`src/rtl/clkgen_multi.sv`:
```
// clkgen_multi: NUM_CH divided clock channels from one base clock, with glitch-free
// runtime divisor updates and a power-on reset sequencer.
module clkgen_multi #(
    parameter  int NUM_CH     = 4,
    parameter  int DIV_W      = 8,
    parameter  int DEF_DIV    = 1,
    parameter  int RST_CYCLES = 16,
    localparam int CH_W       = (NUM_CH > 1) ? $clog2(NUM_CH) : 1
) (
    input  logic              clk,
    input  logic              rst,
    input  logic              cfg_valid,
    output logic              cfg_ready,
    input  logic [CH_W-1:0]   cfg_ch,
    input  logic [DIV_W-1:0]  cfg_div,
    output logic [NUM_CH-1:0] ch_clk,
    output logic [NUM_CH-1:0] ch_tick,
    output logic [NUM_CH-1:0] ch_rst,
    output logic              all_ready
);
    localparam int SEQ_W = $clog2(RST_CYCLES + 1);
    localparam logic [SEQ_W-1:0] SEQ_END = SEQ_W'(RST_CYCLES);
    localparam logic [DIV_W-1:0] DIV_RST = DIV_W'(DEF_DIV);

    logic [NUM_CH-1:0]  pend;
    logic [2**CH_W-1:0] pend_ext;
    logic               accept;
    logic [SEQ_W-1:0]   seq_q, seq_d;
    logic               hold_q, hold_d, ready_q;

    // Channel numbers beyond NUM_CH read as never pending: accepted and dropped.
    always_comb begin
        pend_ext = '0;
        pend_ext[NUM_CH-1:0] = pend;
    end

    assign cfg_ready = ~pend_ext[cfg_ch];
    assign accept    = cfg_valid && cfg_ready;

    for (genvar g = 0; g < NUM_CH; g++) begin : g_ch
        logic [DIV_W-1:0] div_q, div_d, cnt_q, cnt_d, pdiv_q, pdiv_d;
        logic             clk_q, clk_d, tick_q, tick_d, pend_q, pend_d;
        logic             run, tgl, apply, hit;

        // A new divisor lands only at the end of a full period (or at once when parked).
        always_comb begin
            run    = div_q != '0;
            tgl    = run && (cnt_q == div_q - 1'b1);
            apply  = pend_q && (!run || (tgl && clk_q));
            hit    = accept && (cfg_ch == CH_W'(g));
            cnt_d  = (!run || tgl) ? '0 : cnt_q + 1'b1;
            clk_d  = run && (clk_q ^ tgl);
            tick_d = tgl && !clk_q;
            div_d  = apply ? pdiv_q : div_q;
            pend_d = hit || (pend_q && !apply);
            pdiv_d = hit ? cfg_div : pdiv_q;
        end

        always_ff @(posedge clk) begin
            if (rst) begin
                div_q  <= DIV_RST;
                cnt_q  <= '0;
                pdiv_q <= '0;
                clk_q  <= 1'b0;
                tick_q <= 1'b0;
                pend_q <= 1'b0;
            end else begin
                div_q  <= div_d;
                cnt_q  <= cnt_d;
                pdiv_q <= pdiv_d;
                clk_q  <= clk_d;
                tick_q <= tick_d;
                pend_q <= pend_d;
            end
        end

        assign ch_clk[g]  = clk_q;
        assign ch_tick[g] = tick_q;
        assign pend[g]    = pend_q;
    end

    assign seq_d  = (seq_q < SEQ_END) ? seq_q + 1'b1 : seq_q;
    assign hold_d = seq_d < SEQ_END;

    always_ff @(posedge clk) begin
        if (rst) begin
            seq_q   <= '0;
            hold_q  <= 1'b1;
            ready_q <= 1'b0;
        end else begin
            seq_q   <= seq_d;
            hold_q  <= hold_d;
            ready_q <= !hold_d;
        end
    end

    assign ch_rst    = {NUM_CH{hold_q}};
    assign all_ready = ready_q;
endmodule

```
`config.mk`:
```
export PLATFORM = sky130hd
export DESIGN_NAME = clkgen_multi
export DESIGN_NICKNAME = d
export VERILOG_FILES = /design/src/rtl/clkgen_multi.sv
export SDC_FILE = /design/constraint.sdc
export NUM_CORES = 1
export LEC_CHECK = 0
export ABC_CLOCK_PERIOD_IN_PS = 3300
export CORE_ASPECT_RATIO = 1.75
export CORE_UTILIZATION = 50
export DETAILED_ROUTE_END_ITERATION = 6
export PLACE_DENSITY = 0.76
export SYNTH_ARGS = -nofsm -noshare
export SYNTH_HDL_FRONTEND = slang
export SYNTH_SLANG_ARGS = --single-unit
```
`constraint.sdc`:
```
create_clock -name clk -period 3.3 [get_ports clk]
set_clock_uncertainty 0.1 [all_clocks]
set_input_delay 0.825 -clock clk [delete_from_list [all_inputs] [get_ports clk]]
set_output_delay 0.825 -clock clk [all_outputs]
set_load 0.005 [all_outputs]
```
### After elaboration in Yosys (flattened, before gate mapping)

Cells that the tools add are included.

| cells by class | value |
|---|---|
| reductions and logical operators | 63 |
| magnitude comparators | 3 |
| mux-type cells | 3 |
| $add $sub $neg | 9 |
| equal/unequal tests | 7 |
| bitwise gates (word level) | 5 |

Operators with widths:

| kind | number |
|---|---|
| 8-bit by 1-bit adder with 8-bit output (second input constant) | 4 |
| 8-bit equality test | 4 |
| 8-bit nonzero test | 4 |
| 8-bit by 1-bit subtractor with 8-bit output (second input constant) | 4 |
| 1-bit logical AND | 29 |
| 1-bit logical NOT | 13 |
| 1-bit logical OR | 12 |
| 5-bit < comparator (second input constant) | 2 |
| 2-bit OR reduction | 4 |
| 5-bit by 1-bit adder with 5-bit output (second input constant) | 1 |
| 5-bit 2-to-1 mux | 1 |
| 2-bit equality test (second input constant) | 2 |
| 1-bit XOR | 4 |
| 2-bit by 3-bit < comparator with 1-bit output (second input constant) | 1 |
| 1-bit binary-select mux with 2-bit select | 1 |
| 2-bit by 1-bit equality test with 1-bit output (second input constant) | 1 |
| 2-bit logical NOT | 1 |
| 1-bit 2-to-1 mux | 1 |
| 1-bit inverter | 1 |

| storage, ports and cells | value |
|---|---|
| flip-flop bits (word level) | 115 |
| word-level logic and storage cells | 117 |
| bits of input ports | 13 |
| output and inout port bits | 14 |

### Depth between registers and ports, before layout

Gate-level depths: netlist of run 1.

| depth | value |
|---|---|
| depth after elaboration | 9 |
| mapped depth | 13 |
| mapped depth without buffers | 11 |

### Least setup slack after synthesis of run 1

No wires, ideal clock.

| timing path | value |
|---|---|
| path kind | register to register |
| start point | register g_ch[0].div_q[0] |
| end point | register g_ch[0].div_q[0] |
| library setup time | 120 ps |
| path buffers | 0 |
| data arrival time | 2730 ps |
| setup slack | 350 ps |
| period minus slack after synthesis | 2950 ps |
| stages on the path, launching flop included | 11 |
| data required time | 3080 ps |
| path through | dfxtp_1 -> inv_1 -> ha_1 -> or3b_1 -> nor3_1 -> or4b_1 -> a211oi_4 -> nor2b_1 -> ha_1 -> o21ai_2 -> a211o_2 |

| between the ends | value |
|---|---|
| cells in the longest elaborated chain, start to end | 6 |
| elaborated cells on any way between the ends | 8 |
| classes of those cells | add/sub (1); eq/ne (1); reduce/logical (6) |

RTL lines:

| what | line | text |
|---|---|---|
| start: declaration | 41 | `logic [DIV_W-1:0] div_q, div_d, cnt_q, cnt_d, pdiv_q, pdiv_d;` |
| start signal: assignment | 68 | `div_q <= div_d;` |
| 8-bit by 1-bit subtractor with 8-bit output | 48 | `tgl = run && (cnt_q == div_q - 1'b1);` |
| 8-bit equality test | 48 |  |
| 1-bit logical AND | 48 |  |
| 1-bit logical AND | 49 | `apply = pend_q && (!run \|\| (tgl && clk_q));` |
| 1-bit logical OR (*) | 49 |  |
| 1-bit logical AND (*) | 49 |  |

Mark *: on every way between the ends. The rest lies on a longest branch, timed or not.
A chain may end at the register's enable or synchronous reset.

### Worst setup path in the final report of run 1

Ends and elaborated chain as after synthesis.

==> out/results.txt, run 1 <==
Most frequent cells in the layout = dfxtp_1 (114), nand2_1 (79), nor2_1 (66)
Synthesized flop and latch total = 114
Initial core utilization = 51.1%
First-pass GRT wire length = 19.0 mm
R2R cell count = 10
Slowest stage delay, CP = 0.58 ns
Share of cells above drive strength 1 = 9.65%
WP buf/inv = 1
Die W = 80.8 microns
Startpoint Class = flip-flop
Endpoint, Worst Hold = g_ch[1].pdiv_q[5]$_SDFFE_PP0P_
Max Slew Vio Count = 0
Top cell type's share of synthesized area = 42.0%
Worst min path class = reg2reg
Post-route setup slack = 0.283 ns
Synthesized cell area = 5430 sq um
Critical Path, Cell by Cell = inv_1 > ha_1 > or3b_1 > nor3_1 > or4b_1 > a211oi_4 > nor2b_1 > ha_1 > o21ai_2 > a211o_2
HPWL Detailed = 7.96 mm
CP most frequent cell = ha_1
FMAX = 331 MHz
Cell count after synthesis = 620
Pwr/cell area = 670 nW/um^2
Final #Nets = 670
Crit path time final = 3.02 ns
Residual DRC count = 0
Die area = 11300 sq um
Outcome = completed
Worst slew pin tran = 0.645 ns
Gpl congestion = 0.803
Final hold vios = 0
CP Data Arrival Time = 3.21 ns
Hold Path Cell Cnt = 2
Worst-path maximum fanout = 9
Crit path kind = reg2reg
Syn avg cell area = 8.76 sq um
CP required = 3.49 ns
DR vias/cell = 5.52
Number of port buffers = 26
RSZ-0062 raised after global routing = no
Core area = 10600 sq um
ANT nets after route = 0
Seq/Total Area, Yosys = 42.0%
Wire length per cell = 14.4 microns
Setup bufs post-CTS = 0
Bufs on Longest Clock Path = 2
Initial antenna violation count = 0
LEAKAGE = 2.58 nW
Top_reg_cell synth = dfxtp_1
Initial DRC count = 178
Cell taking the most area after synthesis = dfxtp_1
Clk root buf = clkbuf_16
Reg2reg end = g_ch[0].div_q[0]$_SDFFE_PP1P_
Largest net degree at the start of global routing = 37
Tcrit/Tclk final = 91.4%
Netlist cell types = 49
Slew headroom = 57.0%
Most common cell after layout, fill and taps aside = dfxtp_1
GRT Resource Usage Total = 21.8%
Vias in the first global route = 4320
Worst-path clk slew = 0.05 ns
R2r setup slk = 0.28 ns
CTS Sinks = 114
TritonCTS clock tree = yes
First-pass DRT Iterations = 4
YS warnings = 0
Max stage delay cell, worst path = or4b_1
Post-Syn Nets = 650
Final setup fails = 0
Area contributors post-synth = dfxtp_1 (42%), xor2_1 (5.8%), mux2i_1 (5.7%)
Hold Crit Start = g_ch[1].pdiv_q[5]$_SDFFE_PP0P_
Setup TNS Final = 0 ns
CP top delay family = simple AND/OR/NAND/NOR gates
Grt ovf = 0
CTS Buf Count = 17
Clk Latency, worst-skew pair = 0.41 ns
Final WL = 11.2 mm
Worst IR Drop VDD = 0.448 mV
Total of max-cap violations = 0
N_diodes = 0
Post-synthesis async set-or-reset flop share = 0%
Layout area overhead = 16.7%
Total number of vias = 4319
Row count = 50
Setup crit end kind = flip-flop
Chip Height = 140 microns
Post-synth EDFFs = 0
Io pins = 27
Total number of H-tree levels = 4
R2R Path Start = g_ch[0].div_q[0]$_SDFFE_PP1P_
Pre-CTS worst setup slack = 0.0619 ns
cell usage after synthesis, types with 4 or more instances:
cell type,number
dfxtp_1,114
nand2_1,79
nor2_1,66
a21oi_1,47
xor2_1,36
xnor2_1,33
mux2i_1,31
clkbuf_1,22
nand3_1,22
nor3_1,22
ha_1,17
inv_1,16
nor4_1,16
and3_1,13
buf_4,13
nor2b_1,9
a31oi_1,5
o21ai_0,5
a211o_1,4
buf_2,4
or3_1,4
registers in the layout (all words and copies together), names as in the netlist:
signal,count
hold_q,1
g_ch.pend_q,4
seq_q,5
g_ch.cnt_q,32
g_ch.pdiv_q,32
g_ch.clk_q,4
g_ch.div_q,32
g_ch.tick_q,4
kinds of logic after synthesis:
group	synth area share (%)
fa+ha+maj	3.92
xor+xnor	11.1
simple gates	22.6
buf+inv	4.86
compound gates	9.56
flops	42.0
mux	5.92
worst max-delay path by stage:
stage,from,endpoint,slack (ns),cells after the start
global route,g_ch[1].div_q[0]$_SDFFE_PP1P_,g_ch[1].div_q[0]$_SDFFE_PP1P_,0.03,11
global placement,cfg_ch[1],cfg_ready,0.05,4
CTS,cfg_ch[1],cfg_ready,0.04,4
detailed placement,cfg_ch[1],cfg_ready,0.06,4
floorplan,g_ch[0].div_q[0]$_SDFFE_PP1P_,g_ch[0].div_q[0]$_SDFFE_PP1P_,0.35,10
finish,g_ch[0].div_q[0]$_SDFFE_PP1P_,g_ch[0].div_q[0]$_SDFFE_PP1P_,0.28,10
power by group:
part	switching [W]	internal, W	leakage [nW]	total (W)
sequential	0.0000928	0.00148	0.925	0.00158
combinational	0.000459	0.000448	1.37	0.000907
clock	0.000640	0.00113	0.279	0.00177
area by class of cell:
class                      instances  area (sq um)
sequential                       114          2280
multi-input combinational        450          2890
tap                              130           163
timing repair buffer              41           370
inverter                          16          60.1
fill                             918          4290
clock inverter                    13           138
clock buffer                      19           443
worst reg2reg max path, delay by kind of cell, from the launching register on:
kind / cells / cell delay (ns)
compound gates: 3 / 0.77
flops: 1 / 0.42
simple gates: 4 / 1.09
buf+inv: 1 / 0.07
fa+ha+maj: 2 / 0.47
through the flow:
step / util [%] / cell area [sq um] / power (W) / std cells / hold WS [ns]
final: 59.6 / 6340 / 0.00425 / 783 / 0.353
after global routing: 59.6 / 6340 / 0.00445 / 783 / 0.371
after CTS: 59.6 / 6340 / 0.00427 / 783 / 0.354
after detailed placement: 54.2 / 5760 / 0.00251 / 751 / 0.347
after global placement: 54.2 / 5760 / 0.00247 / 751 / 0.343
after floorplan: - / 5430 / 0.00223 / 620 / 0.335
layer usage:
metal	GRT usage [%]	wire length [microns]	vias up
li1	-	-	2156
met1	22.6	4430	2038
met2	39.3	6090	103
met3	5.86	454	22
met4	10.4	274	0
met5	0	0	-
what timing repair did:
action | in CTS | in global routing
gates resized for setup | 0 | 1
hold buffers | 0 | 0
setup endpoints to repair | 0 | 1
No activity file was read; power rests on OpenSTA's default activity.
==> run 2: changes to the inputs <==
CORE_MARGIN = 10   (was default)
DONT_BUFFER_PORTS = 1   (was default)
PLACE_DENSITY = 0.73   (was 0.76)
==> run 2 against run 1 <==
Flip-flop and latch count is the same. Register-to-register slack got worse by 0.03 ns. Setup slack worse by 0.031 ns. Total power about the same. Sequential share of layout area is 1.6 points higher. Critical endpoint is now g_ch[2].div_q[0]$_SDFFE_PP1P_. Largest power group unchanged.
==> out/results.txt, run 2 (synthesized netlist as in run 1, its figures left out) <==
Residual DRC count = 0 (unchanged)
CP required = 3.50 ns (about the same)
CTS Sinks = 114 (unchanged)
Crit. Startpoint = g_ch[2].div_q[0]$_SDFFE_PP1P_
Most common cell after layout, fill and taps aside = dfxtp_1
Setup TNS Final = 0 ns (unchanged)
N_diodes = 0 (unchanged)
Row count = 50 (unchanged)
FMAX = 328 MHz (-1.0%)
Max Slew Vio Count = 0 (unchanged)
Total number of H-tree levels = 4 (unchanged)
Hold-fix buffers, CTS = 0 (unchanged)
WP buf/inv = 1 (unchanged)
HPWL Detailed = 7.88 mm (-0.93%)
Pre-CTS worst setup slack = 0.259 ns (+0.197 ns)
LEAKAGE = 2.45 nW (-4.9%)
Final WL = 11.3 mm (+0.63%)
Outcome = completed
Clk root buf = clkbuf_16
WP depth = 10 (unchanged)
Chip Height = 158 microns (+13%)
CP Data Arrival Time = 3.25 ns (+0.04 ns)
Startpoint Class = flip-flop
Vias in the first global route = 4129 (-4.4%)
Slowest stage delay, CP = 0.44 ns (-0.14 ns)
Layout area overhead = 11.8%
DR vias/cell = 5.50 (-0.25%)
Gpl congestion = 0.826 (+2.9%)
Core area = 10700 sq um (+0.59%)
Pwr/cell area = 700 nW/um^2 (+4.5%)
Crit path time final = 3.05 ns (+0.0311 ns)
Worst slew pin tran = 0.880 ns (+0.234 ns)
First-pass DRT Iterations = 4 (unchanged)
CP top delay family = compound AO/OA/AOI/OAI gates
Share of cells above drive strength 1 = 9.02% (-0.63 points)
Slew headroom = 40.9% (-16 points)
Final hold vios = 0 (unchanged)
Largest registers = g_ch.cnt_q (32), g_ch.div_q (32), g_ch.pdiv_q (32)
Setup crit end kind = flip-flop
Worst-path clk slew = 0.05 ns (about the same)
CTS Buf Count = 17 (unchanged)
Io pins = 27 (unchanged)
Die W = 98.8 microns (+22%)
Max stage delay cell, worst path = dfxtp_1
Die area = 15600 sq um (+38%)
Bufs on Longest Clock Path = 2 (unchanged)
Setup bufs post-CTS = 0 (unchanged)
Worst min path class = reg2reg
Grt ovf = 0 (unchanged)
Tcrit/Tclk final = 92.4% (+0.94 points)
Initial DRC count = 158 (-11%)
Worst-path maximum fanout = 9 (unchanged)
Crit path kind = reg2reg
Clk Latency, worst-skew pair = 0.41 ns (about the same)
TritonCTS clock tree = yes
R2r setup slk = 0.25 ns (-0.03 ns)
R2R cell count = 10 (unchanged)
Initial antenna violation count = 0 (unchanged)
Critical Path, Cell by Cell = inv_1 > ha_1 > o21ba_2 > a221oi_1 > a41oi_1 > nor4_4 > nor2b_1 > ha_1 > o21ai_2 > a211o_1
Number of port buffers = 0 (-100%)
# resized after CTS = 0 (unchanged)
Final setup fails = 0 (unchanged)
Most frequent cells in the layout = dfxtp_1 (114), nand2_1 (79), nor2_1 (66)
Wire length per cell = 15.1 microns (+4.9%)
Final #Nets = 638 (-4.8%)
Worst setup endpoint = g_ch[2].div_q[0]$_SDFFE_PP1P_
Total number of vias = 4132 (-4.3%)
RSZ-0062 raised after global routing = no
R2R Path Start = g_ch[2].div_q[0]$_SDFFE_PP1P_
Reg2reg end = g_ch[2].div_q[0]$_SDFFE_PP1P_
ANT nets after route = 0 (unchanged)
CP most frequent cell = ha_1
Largest net degree at the start of global routing = 100 (+170%)
Total of max-cap violations = 0 (unchanged)
Initial core utilization = 50.8% (-0.30 points)
GRT Resource Usage Total = 15.2% (-6.6 points)
Post-route setup slack = 0.252 ns (-0.0311 ns)
Worst IR Drop VDD = 0.480 mV (+7.0%)
First-pass GRT wire length = 19.3 mm (+1.3%)
run 2: final cells by class:
class | count | area, sq um
Clock buffer | 20 | 457
Tap cell | 130 | 163
Timing Repair Buffer | 9 | 67.6
Fill cell | 894 | 4630
Multi-Input combinational cell | 450 | 2890
Sequential cell | 114 | 2280
Clock inverter | 12 | 156
Inverter | 16 | 60.1
run 2: through the flow:
step                instances  total power (W)  cell area [sq um]  util (%)  hold slack, ns
finish                    751          0.00425               6070      56.8           0.351
global route              751          0.00446               6070      56.8           0.365
CTS                       751          0.00429               6070      56.8           0.350
detailed placement        719          0.00240               5460      51.0           0.343
global placement          719          0.00237               5460      51.0           0.335
floorplan                 620          0.00223               5430         -           0.335
run 2: power by group:
part	switching [W]	internal (W)
logic	0.000422	0.000366
clock network	0.000644	0.00123
registers	0.000108	0.00148
run 2: layer usage:
layer	global-route usage, %	wire [microns]	up-vias
li1	-	-	2090
met1	15.0	4300	1924
met2	26.7	6100	88
met3	5.50	574	30
met4	8.43	340	0
met5	0	0	-
run 2: worst register-to-register path: stages, from the launching register on:
cell      delay, ns
dfxtp_1        0.44
inv_1          0.07
ha_1           0.28
o21ba_2        0.23
a221oi_1       0.31
a41oi_1        0.14
nor4_4         0.33
nor2b_1        0.25
ha_1           0.26
o21ai_2        0.20
a211o_1        0.33
run 2: worst min path at each step:
| stage | endpoint | cells after the start | start |
|---|---|---|---|
| detailed placement | g_ch[1].pdiv_q[6]$_SDFFE_PP0P_ | 2 | g_ch[1].pdiv_q[6]$_SDFFE_PP0P_ |
| finish | g_ch[0].pdiv_q[1]$_SDFFE_PP0P_ | 2 | g_ch[0].pdiv_q[1]$_SDFFE_PP0P_ |
| floorplan | g_ch[1].div_q[0]$_SDFFE_PP1P_ | 1 | g_ch[1].pdiv_q[0]$_SDFFE_PP0P_ |
| CTS | g_ch[1].pdiv_q[6]$_SDFFE_PP0P_ | 2 | g_ch[1].pdiv_q[6]$_SDFFE_PP0P_ |
| global placement | g_ch[2].pdiv_q[6]$_SDFFE_PP0P_ | 2 | g_ch[2].pdiv_q[6]$_SDFFE_PP0P_ |
| global route | g_ch[2].tick_q$_SDFF_PP0_ | 1 | rst |
